<file path="config.mk">
export PLATFORM = sky130hd
export DESIGN_NAME = keypad_scan_fifo
export DESIGN_NICKNAME = d
export VERILOG_FILES = /design/src/rtl/keypad_scan_fifo.sv
export SDC_FILE = /design/constraint.sdc
export NUM_CORES = 1
export LEC_CHECK = 0
export CORE_MARGIN = 8
export CORE_UTILIZATION = 45
export DETAILED_ROUTE_END_ITERATION = 12
export PLACE_DENSITY = 0.66
export SYNTH_ARGS = -nofsm -noshare
export SYNTH_HDL_FRONTEND = slang
export SYNTH_SLANG_ARGS = --single-unit
</file>
<file path="constraint.sdc">
create_clock -name clk -period 2.1 [get_ports clk]
set_input_delay 0.42 -clock clk [delete_from_list [all_inputs] [get_ports clk]]
set_output_delay 0.42 -clock clk [all_outputs]
set_load 0.01 [all_outputs]
</file>
<file path="src/rtl/keypad_scan_fifo.sv">
// Matrix keypad scanner with press/release debounce, ghost rejection and key FIFO.
// Define KEYPAD_AUTOREPEAT_EN to re-push a held single key periodically.
module keypad_scan_fifo #(
  parameter  int ROWS            = 4,
  parameter  int COLS            = 4,
  parameter  int SCAN_CYCLES     = 8,
  parameter  int DEBOUNCE_CYCLES = 16,
  parameter  int FIFO_DEPTH      = 4,
  parameter  int REPEAT_DELAY    = 64,
  parameter  int REPEAT_PERIOD   = 32,
  localparam int KEY_W           = $clog2(ROWS*COLS),
  localparam int NW              = $clog2(FIFO_DEPTH+1)
) (
  input  logic             clk,
  input  logic             RST,
  input  logic [ROWS-1:0]  row_in,
  output logic [COLS-1:0]  col_out,
  output logic [KEY_W-1:0] key_code,
  output logic             key_valid,
  input  logic             key_ready,
  output logic [NW-1:0]    fifo_count,
  output logic             overflow,
  input  logic             clr_overflow,
  output logic             key_down,
  output logic [2:0]       scan_state
);

  localparam int CW = $clog2(COLS);
  localparam int TW = $clog2(SCAN_CYCLES);
  localparam int DW = $clog2(DEBOUNCE_CYCLES+1);
  localparam int PW = $clog2(FIFO_DEPTH);

  localparam logic [TW-1:0] T_LAST = TW'(SCAN_CYCLES-1);
  localparam logic [TW-1:0] T_MASK = TW'(2);
  localparam logic [CW-1:0] C_LAST = CW'(COLS-1);
  localparam logic [DW-1:0] D_LAST = DW'(DEBOUNCE_CYCLES-1);
  localparam logic [NW-1:0] N_FULL = NW'(FIFO_DEPTH);

  typedef enum logic [2:0] {
    S_SCAN = 3'd0,
    S_DBP  = 3'd1,
    S_PUSH = 3'd2,
    S_HOLD = 3'd3,
    S_DBR  = 3'd4
  } state_e;

  state_e          state_q;
  logic [CW-1:0]   col_q;
  logic [TW-1:0]   tmr_q;
  logic [DW-1:0]   cnt_q;
  logic [ROWS-1:0] sync_q, rs_q, pat_q;
  logic            key_down_q;

  logic [KEY_W-1:0] mem_q [FIFO_DEPTH];
  logic [PW-1:0]    wr_ptr_q, rd_ptr_q;
  logic [NW-1:0]    fcnt_q, fcnt_d;
  logic             ovf_q;

  logic             idle_c, single_c, rel_done_c;
  logic             push_c, pop_c, full_c, wr_c, rep_fire_c;
  logic [KEY_W-1:0] row_c, key_c;

  assign idle_c     = &rs_q;
  assign single_c   = ($countones(~pat_q) == 1);
  assign rel_done_c = (state_q == S_DBR) && idle_c && (cnt_q == D_LAST);

  always_comb begin
    row_c = '0;
    for (int r = 0; r < ROWS; r++)
      if (!pat_q[r]) row_c = KEY_W'(r);
  end

  assign key_c = row_c * KEY_W'(COLS) + KEY_W'(col_q);

  always_ff @(posedge clk or posedge RST) begin
    if (RST) begin
      sync_q <= '1;
      rs_q   <= '1;
    end else begin
      sync_q <= row_in;
      rs_q   <= sync_q;
    end
  end

  // Timer < 2 after a column change: rs still reflects the previous column.
  always_ff @(posedge clk or posedge RST) begin
    if (RST) begin
      state_q    <= S_SCAN;
      col_q      <= '0;
      tmr_q      <= '0;
      cnt_q      <= '0;
      pat_q      <= '1;
      key_down_q <= 1'b0;
    end else begin
      unique case (state_q)
        S_SCAN: begin
          if (!idle_c && tmr_q >= T_MASK) begin
            pat_q   <= rs_q;
            cnt_q   <= '0;
            state_q <= S_DBP;
          end else if (tmr_q == T_LAST) begin
            tmr_q <= '0;
            col_q <= (col_q == C_LAST) ? '0 : col_q + CW'(1);
          end else begin
            tmr_q <= tmr_q + TW'(1);
          end
        end
        S_DBP: begin
          if (idle_c) begin
            tmr_q   <= '0;
            state_q <= S_SCAN;
          end else if (rs_q != pat_q) begin
            pat_q <= rs_q;
            cnt_q <= '0;
          end else if (cnt_q == D_LAST) begin
            state_q <= single_c ? S_PUSH : S_HOLD;
          end else begin
            cnt_q <= cnt_q + DW'(1);
          end
        end
        S_PUSH: begin
          key_down_q <= 1'b1;
          state_q    <= S_HOLD;
        end
        S_HOLD: begin
          if (idle_c) begin
            cnt_q   <= '0;
            state_q <= S_DBR;
          end
        end
        S_DBR: begin
          if (!idle_c) begin
            state_q <= S_HOLD;
          end else if (cnt_q == D_LAST) begin
            tmr_q      <= '0;
            key_down_q <= 1'b0;
            state_q    <= S_SCAN;
          end else begin
            cnt_q <= cnt_q + DW'(1);
          end
        end
        default: state_q <= S_SCAN;
      endcase
    end
  end

`ifdef KEYPAD_AUTOREPEAT_EN
  localparam int RW = $clog2(REPEAT_DELAY + REPEAT_PERIOD + 1);
  localparam logic [RW-1:0] R_FIRST = RW'(REPEAT_DELAY-1);
  localparam logic [RW-1:0] R_NEXT  = RW'(REPEAT_PERIOD-1);

  logic [RW-1:0] rep_q;
  logic          rep_arm_q;

  assign rep_fire_c = (state_q == S_HOLD) && key_down_q &&
                      (rep_q == (rep_arm_q ? R_NEXT : R_FIRST));

  // Timer pauses through release bounces; only a completed release clears it.
  always_ff @(posedge clk or posedge RST) begin
    if (RST) begin
      rep_q     <= '0;
      rep_arm_q <= 1'b0;
    end else if (rel_done_c) begin
      rep_q     <= '0;
      rep_arm_q <= 1'b0;
    end else if (state_q == S_HOLD && key_down_q) begin
      if (rep_fire_c) begin
        rep_q     <= '0;
        rep_arm_q <= 1'b1;
      end else begin
        rep_q <= rep_q + RW'(1);
      end
    end
  end
`else
  logic unused_rep;
  assign unused_rep = (REPEAT_DELAY > 0) ^ (REPEAT_PERIOD > 0);
  assign rep_fire_c = 1'b0;
`endif

  assign push_c = (state_q == S_PUSH) || rep_fire_c;
  assign pop_c  = key_valid && key_ready;
  assign full_c = (fcnt_q == N_FULL);
  assign wr_c   = push_c && (!full_c || pop_c);

  always_comb begin
    fcnt_d = fcnt_q;
    if (wr_c && !pop_c) fcnt_d = fcnt_q + NW'(1);
    else if (!wr_c && pop_c) fcnt_d = fcnt_q - NW'(1);
  end

  always_ff @(posedge clk or posedge RST) begin
    if (RST) begin
      for (int i = 0; i < FIFO_DEPTH; i++) mem_q[i] <= '0;
      wr_ptr_q <= '0;
      rd_ptr_q <= '0;
      fcnt_q   <= '0;
      ovf_q    <= 1'b0;
    end else begin
      if (wr_c) begin
        mem_q[wr_ptr_q] <= key_c;
        wr_ptr_q        <= wr_ptr_q + PW'(1);
      end
      if (pop_c) rd_ptr_q <= rd_ptr_q + PW'(1);
      fcnt_q <= fcnt_d;
      if (push_c && full_c && !pop_c) ovf_q <= 1'b1;
      else if (clr_overflow) ovf_q <= 1'b0;
    end
  end

  assign col_out    = ~(COLS'(1) << col_q);
  assign key_code   = mem_q[rd_ptr_q];
  assign key_valid  = (fcnt_q != '0);
  assign fifo_count = fcnt_q;
  assign overflow   = ovf_q;
  assign key_down   = key_down_q;
  assign scan_state = state_q;

endmodule

</file>
==> results.toml <==
[run_status]
outcome = "complete, no violations"

[detailed_routing]
antenna_left = 0
drt-initial-drc-count = 56
wirelength_um = 5030
wl_per_cell_um = 14.9
firstDrtPassIters = 4
vias = 1813
viasPerCell = 5.36
drc = 0

[timing]
slew_headroom_pct = 70.3
setup-violations-final = 0
fin_ws_ps = 63.5
post-route-period-util_pct = 97.0
layout_min_cycle_time_ps = 2040
tightest_slew_ps = 440
rsz0062_at_grt = "false"
fmaxAchievable_mhz = 491
drv_slew = 0
finClkSkew_ps = 7.75
fin_hold_ws_ps = 360
timing.final.hold_violations = 0

[setup_path]
worst-path-max-fanout = 3
cp.arrival_ps = 1620
slowest_delay_ps = 490
worst-setup-path-type = "flop to output port"
crit_buf_inv = 1
end_kind = "output port"
critical_path.top_delay_family = "buffers and inverters"
startpoint_type = "flop"
crit_chain = "or3_4 > clkdlybuf4s50_1"
worstPathRequired_ps = 1680
reg2reg_setup_slack_ps = 100
critPathSlowestCell = "clkdlybuf4s50_1"

[finish]
area_growth_pct = 22.5
nets = 289
drive_above_1_share_pct = 33.5
fillCellCount = 477
antenna_cells = 0
layout_common_cells = "33 x dfrtp_1, 24 x mux2_2, 19 x clkdlybuf4s50_1, 19 x buf_4, 18 x inv_1"
layout_commonest_cell = "dfrtp_1"

[yosys]
synthesis.instances = 218
syn-num-nets = 242
synth_area_um2 = 2610
yosys_warnings = 0
synth_area_per_cell_um2 = 12.0
synth-main-ff-cell = "dfrtp_1"
synthXorXnorAreaFrac_pct = 3.69
synth_top_family_by_area = "multiplexers"
synth-simple-area-share_pct = 12.7
synthDistinctLibCells = 48
synth-compound-area-share_pct = 8.86
muxShareOfSynthArea_pct = 14.6
ys_seq_area_share_pct = 48.5
ys_ff_latch = 50
synth_edf_count = 0
synthAdderAreaFrac_pct = 8.24
async_flop_share_pct = 100

[die]
num_rows = 27
initial_core_util_pct = 46.9
core_um2 = 5570
die-height_um = 92.2
die_area_um2 = 8500
io-pin-count = 25
die_x_um = 92.2

[placed_design]
dp_slack_ps = -318
gp_congestion = 0.832
io_buffers = 24
hpwlAfterDp_um = 3660

[clock_network]
numCtsBuffers = 5
cts_root_buffer = "clkbuf_8"
cts_tree = "yes"
clock_sinks = 50
clk_latency_ps = 300
cts_hold_buf = 0
cts.path.max_buffers = 2
cts-htree-levels = 2
clkTransAtPathRegs_ps = 90

[min_path]
hold_class = "flop to flop"

[grt]
grt_pass1_vias = 1850
grt_pass1_wl_um = 8970
grt_usage_pct = 13.0
grt_antenna_before_repair = 0
grt_max_degree = 33
grt_overflow = 0

[power]
power.density_nw_per_um2 = 974
leakage_nw = 1.46
vdd_ir_drop_max_uv = 537
power_mw = 3.12

[run]
cap_violations = 0
cells by family (layout without fill, tap and decap cells):
kind of cell | Yosys count | count (layout)
AOI/OAI and AO/OA | 34 | 34
xor gates and xnor gates | 11 | 11
adders and majority gates | 16 | 16
buffers and inverters | 23 | 71
DFF | 50 | 50
muxes | 30 | 30
and+or+nand+nor | 54 | 54
worst register-to-register path, delay by kind of cell (launching register included):
kind / cells / cell delay, ps
buffers and inverters: 1 / 50
adder cells (fa/ha/maj): 2 / 510
AND/OR/NAND/NOR: 3 / 630
flip-flops: 1 / 420
XOR/XNOR: 2 / 320
synth_stat cells, drive strengths merged, types with 2 or more instances:
| cell | number | area, um^2 |
|---|---|---|
| dfrtp | 38 | 951 |
| mux2 | 24 | 270 |
| inv | 19 | 71.3 |
| ha | 14 | 175 |
| nand2 | 13 | 58.8 |
| dfstp | 12 | 315 |
| a21oi | 10 | 57.6 |
| nor2 | 8 | 30.0 |
| nand3 | 7 | 35.0 |
| xor2 | 6 | 52.6 |
| a31oi | 5 | 31.3 |
| o21ai | 5 | 25.0 |
| xnor2 | 5 | 43.8 |
| mux4 | 4 | 90.1 |
| and3 | 3 | 18.8 |
| buf | 3 | 15.0 |
| nor3 | 3 | 26.3 |
| a211oi | 2 | 15.0 |
| a21boi | 2 | 15.0 |
| a21o | 2 | 15.0 |
| and4 | 2 | 17.5 |
| fa | 2 | 40.0 |
| mux2i | 2 | 20.0 |
| nand2b | 2 | 12.5 |
| nand4 | 2 | 12.5 |
| nor2b | 2 | 12.5 |
| o32a | 2 | 20.0 |
| or3 | 2 | 12.5 |
| or3b | 2 | 20.0 |
metal layers:
metal | up-vias | wire length [um] | GRT usage, %
li1 | 880 | - | -
met1 | 894 | 2340 | 16.1
met2 | 34 | 2400 | 21.3
met3 | 5 | 229 | 3.75
met4 | 0 | 57 | 4.03
met5 | - | 0 | 0
power breakdown:
part / internal [mW] / switching (mW) / leakage [nW]
Clock: 0.235 / 0.327 / 0.0458
Combinational: 0.641 / 0.582 / 0.777
Sequential: 1.15 / 0.183 / 0.634
Total: 2.03 / 1.09 / 1.46
metrics by stage:
step / std cells / util [%] / cell area, um^2 / TNS (ps)
after CTS: 335 / 56.7 / 3160 / 0
final: 338 / 57.4 / 3200 / 0
after floorplan: 218 / - / 2620 / -1.49
after detailed placement: 324 / 54.7 / 3050 / -583
after global placement: 324 / 54.7 / 3050 / -415
after global routing: 338 / 57.4 / 3200 / 0
area by class of cell:
type                            instances  area, um^2  share of cell area (%)
Clock inverter                          3        21.3                   0.665
Tap cell                               72        90.1                    2.81
Timing Repair Buffer                   44         402                    12.5
Clock buffer                            5        68.8                    2.15
Multi-Input combinational cell        145        1270                    39.8
Sequential cell                        50        1270                    39.8
Inverter                               19        71.3                    2.23
sequential cells by signal (all words and copies together), names as in the netlist:
name and count:
fifo_count 3, wr_ptr_q 2, rd_ptr_q 2, tmr_q 3
scan_state 3, cnt_q 5, sync_q 4, col_q 2
pat_q 4, key_down 1, rs_q 4, mem_q 16
overflow 1
what timing repair did:
action	in CTS	in global routing
resized for setup	7	8
setup endpoints to repair	8	9
pin swaps	0	3
buffers inserted	3	3
worst paths after layout:
kind	cells after the start	from	to
setup / recovery	2	fifo_count[0]$_DFFE_PP0P_	key_valid
hold / removal	0	sync_q[2]$_DFF_PP1_	rs_q[2]$_DFF_PP1_
max in group asynchronous	3	RST	sync_q[0]$_DFF_PP1_
setup reg to reg	8	fifo_count[0]$_DFFE_PP0P_	fifo_count[2]$_DFFE_PP0P_
hold reg to reg	0	sync_q[2]$_DFF_PP1_	rs_q[2]$_DFF_PP1_
min in group asynchronous	2	RST	overflow$_DFFE_PP0P_
(Power assumes the default switching activity.)
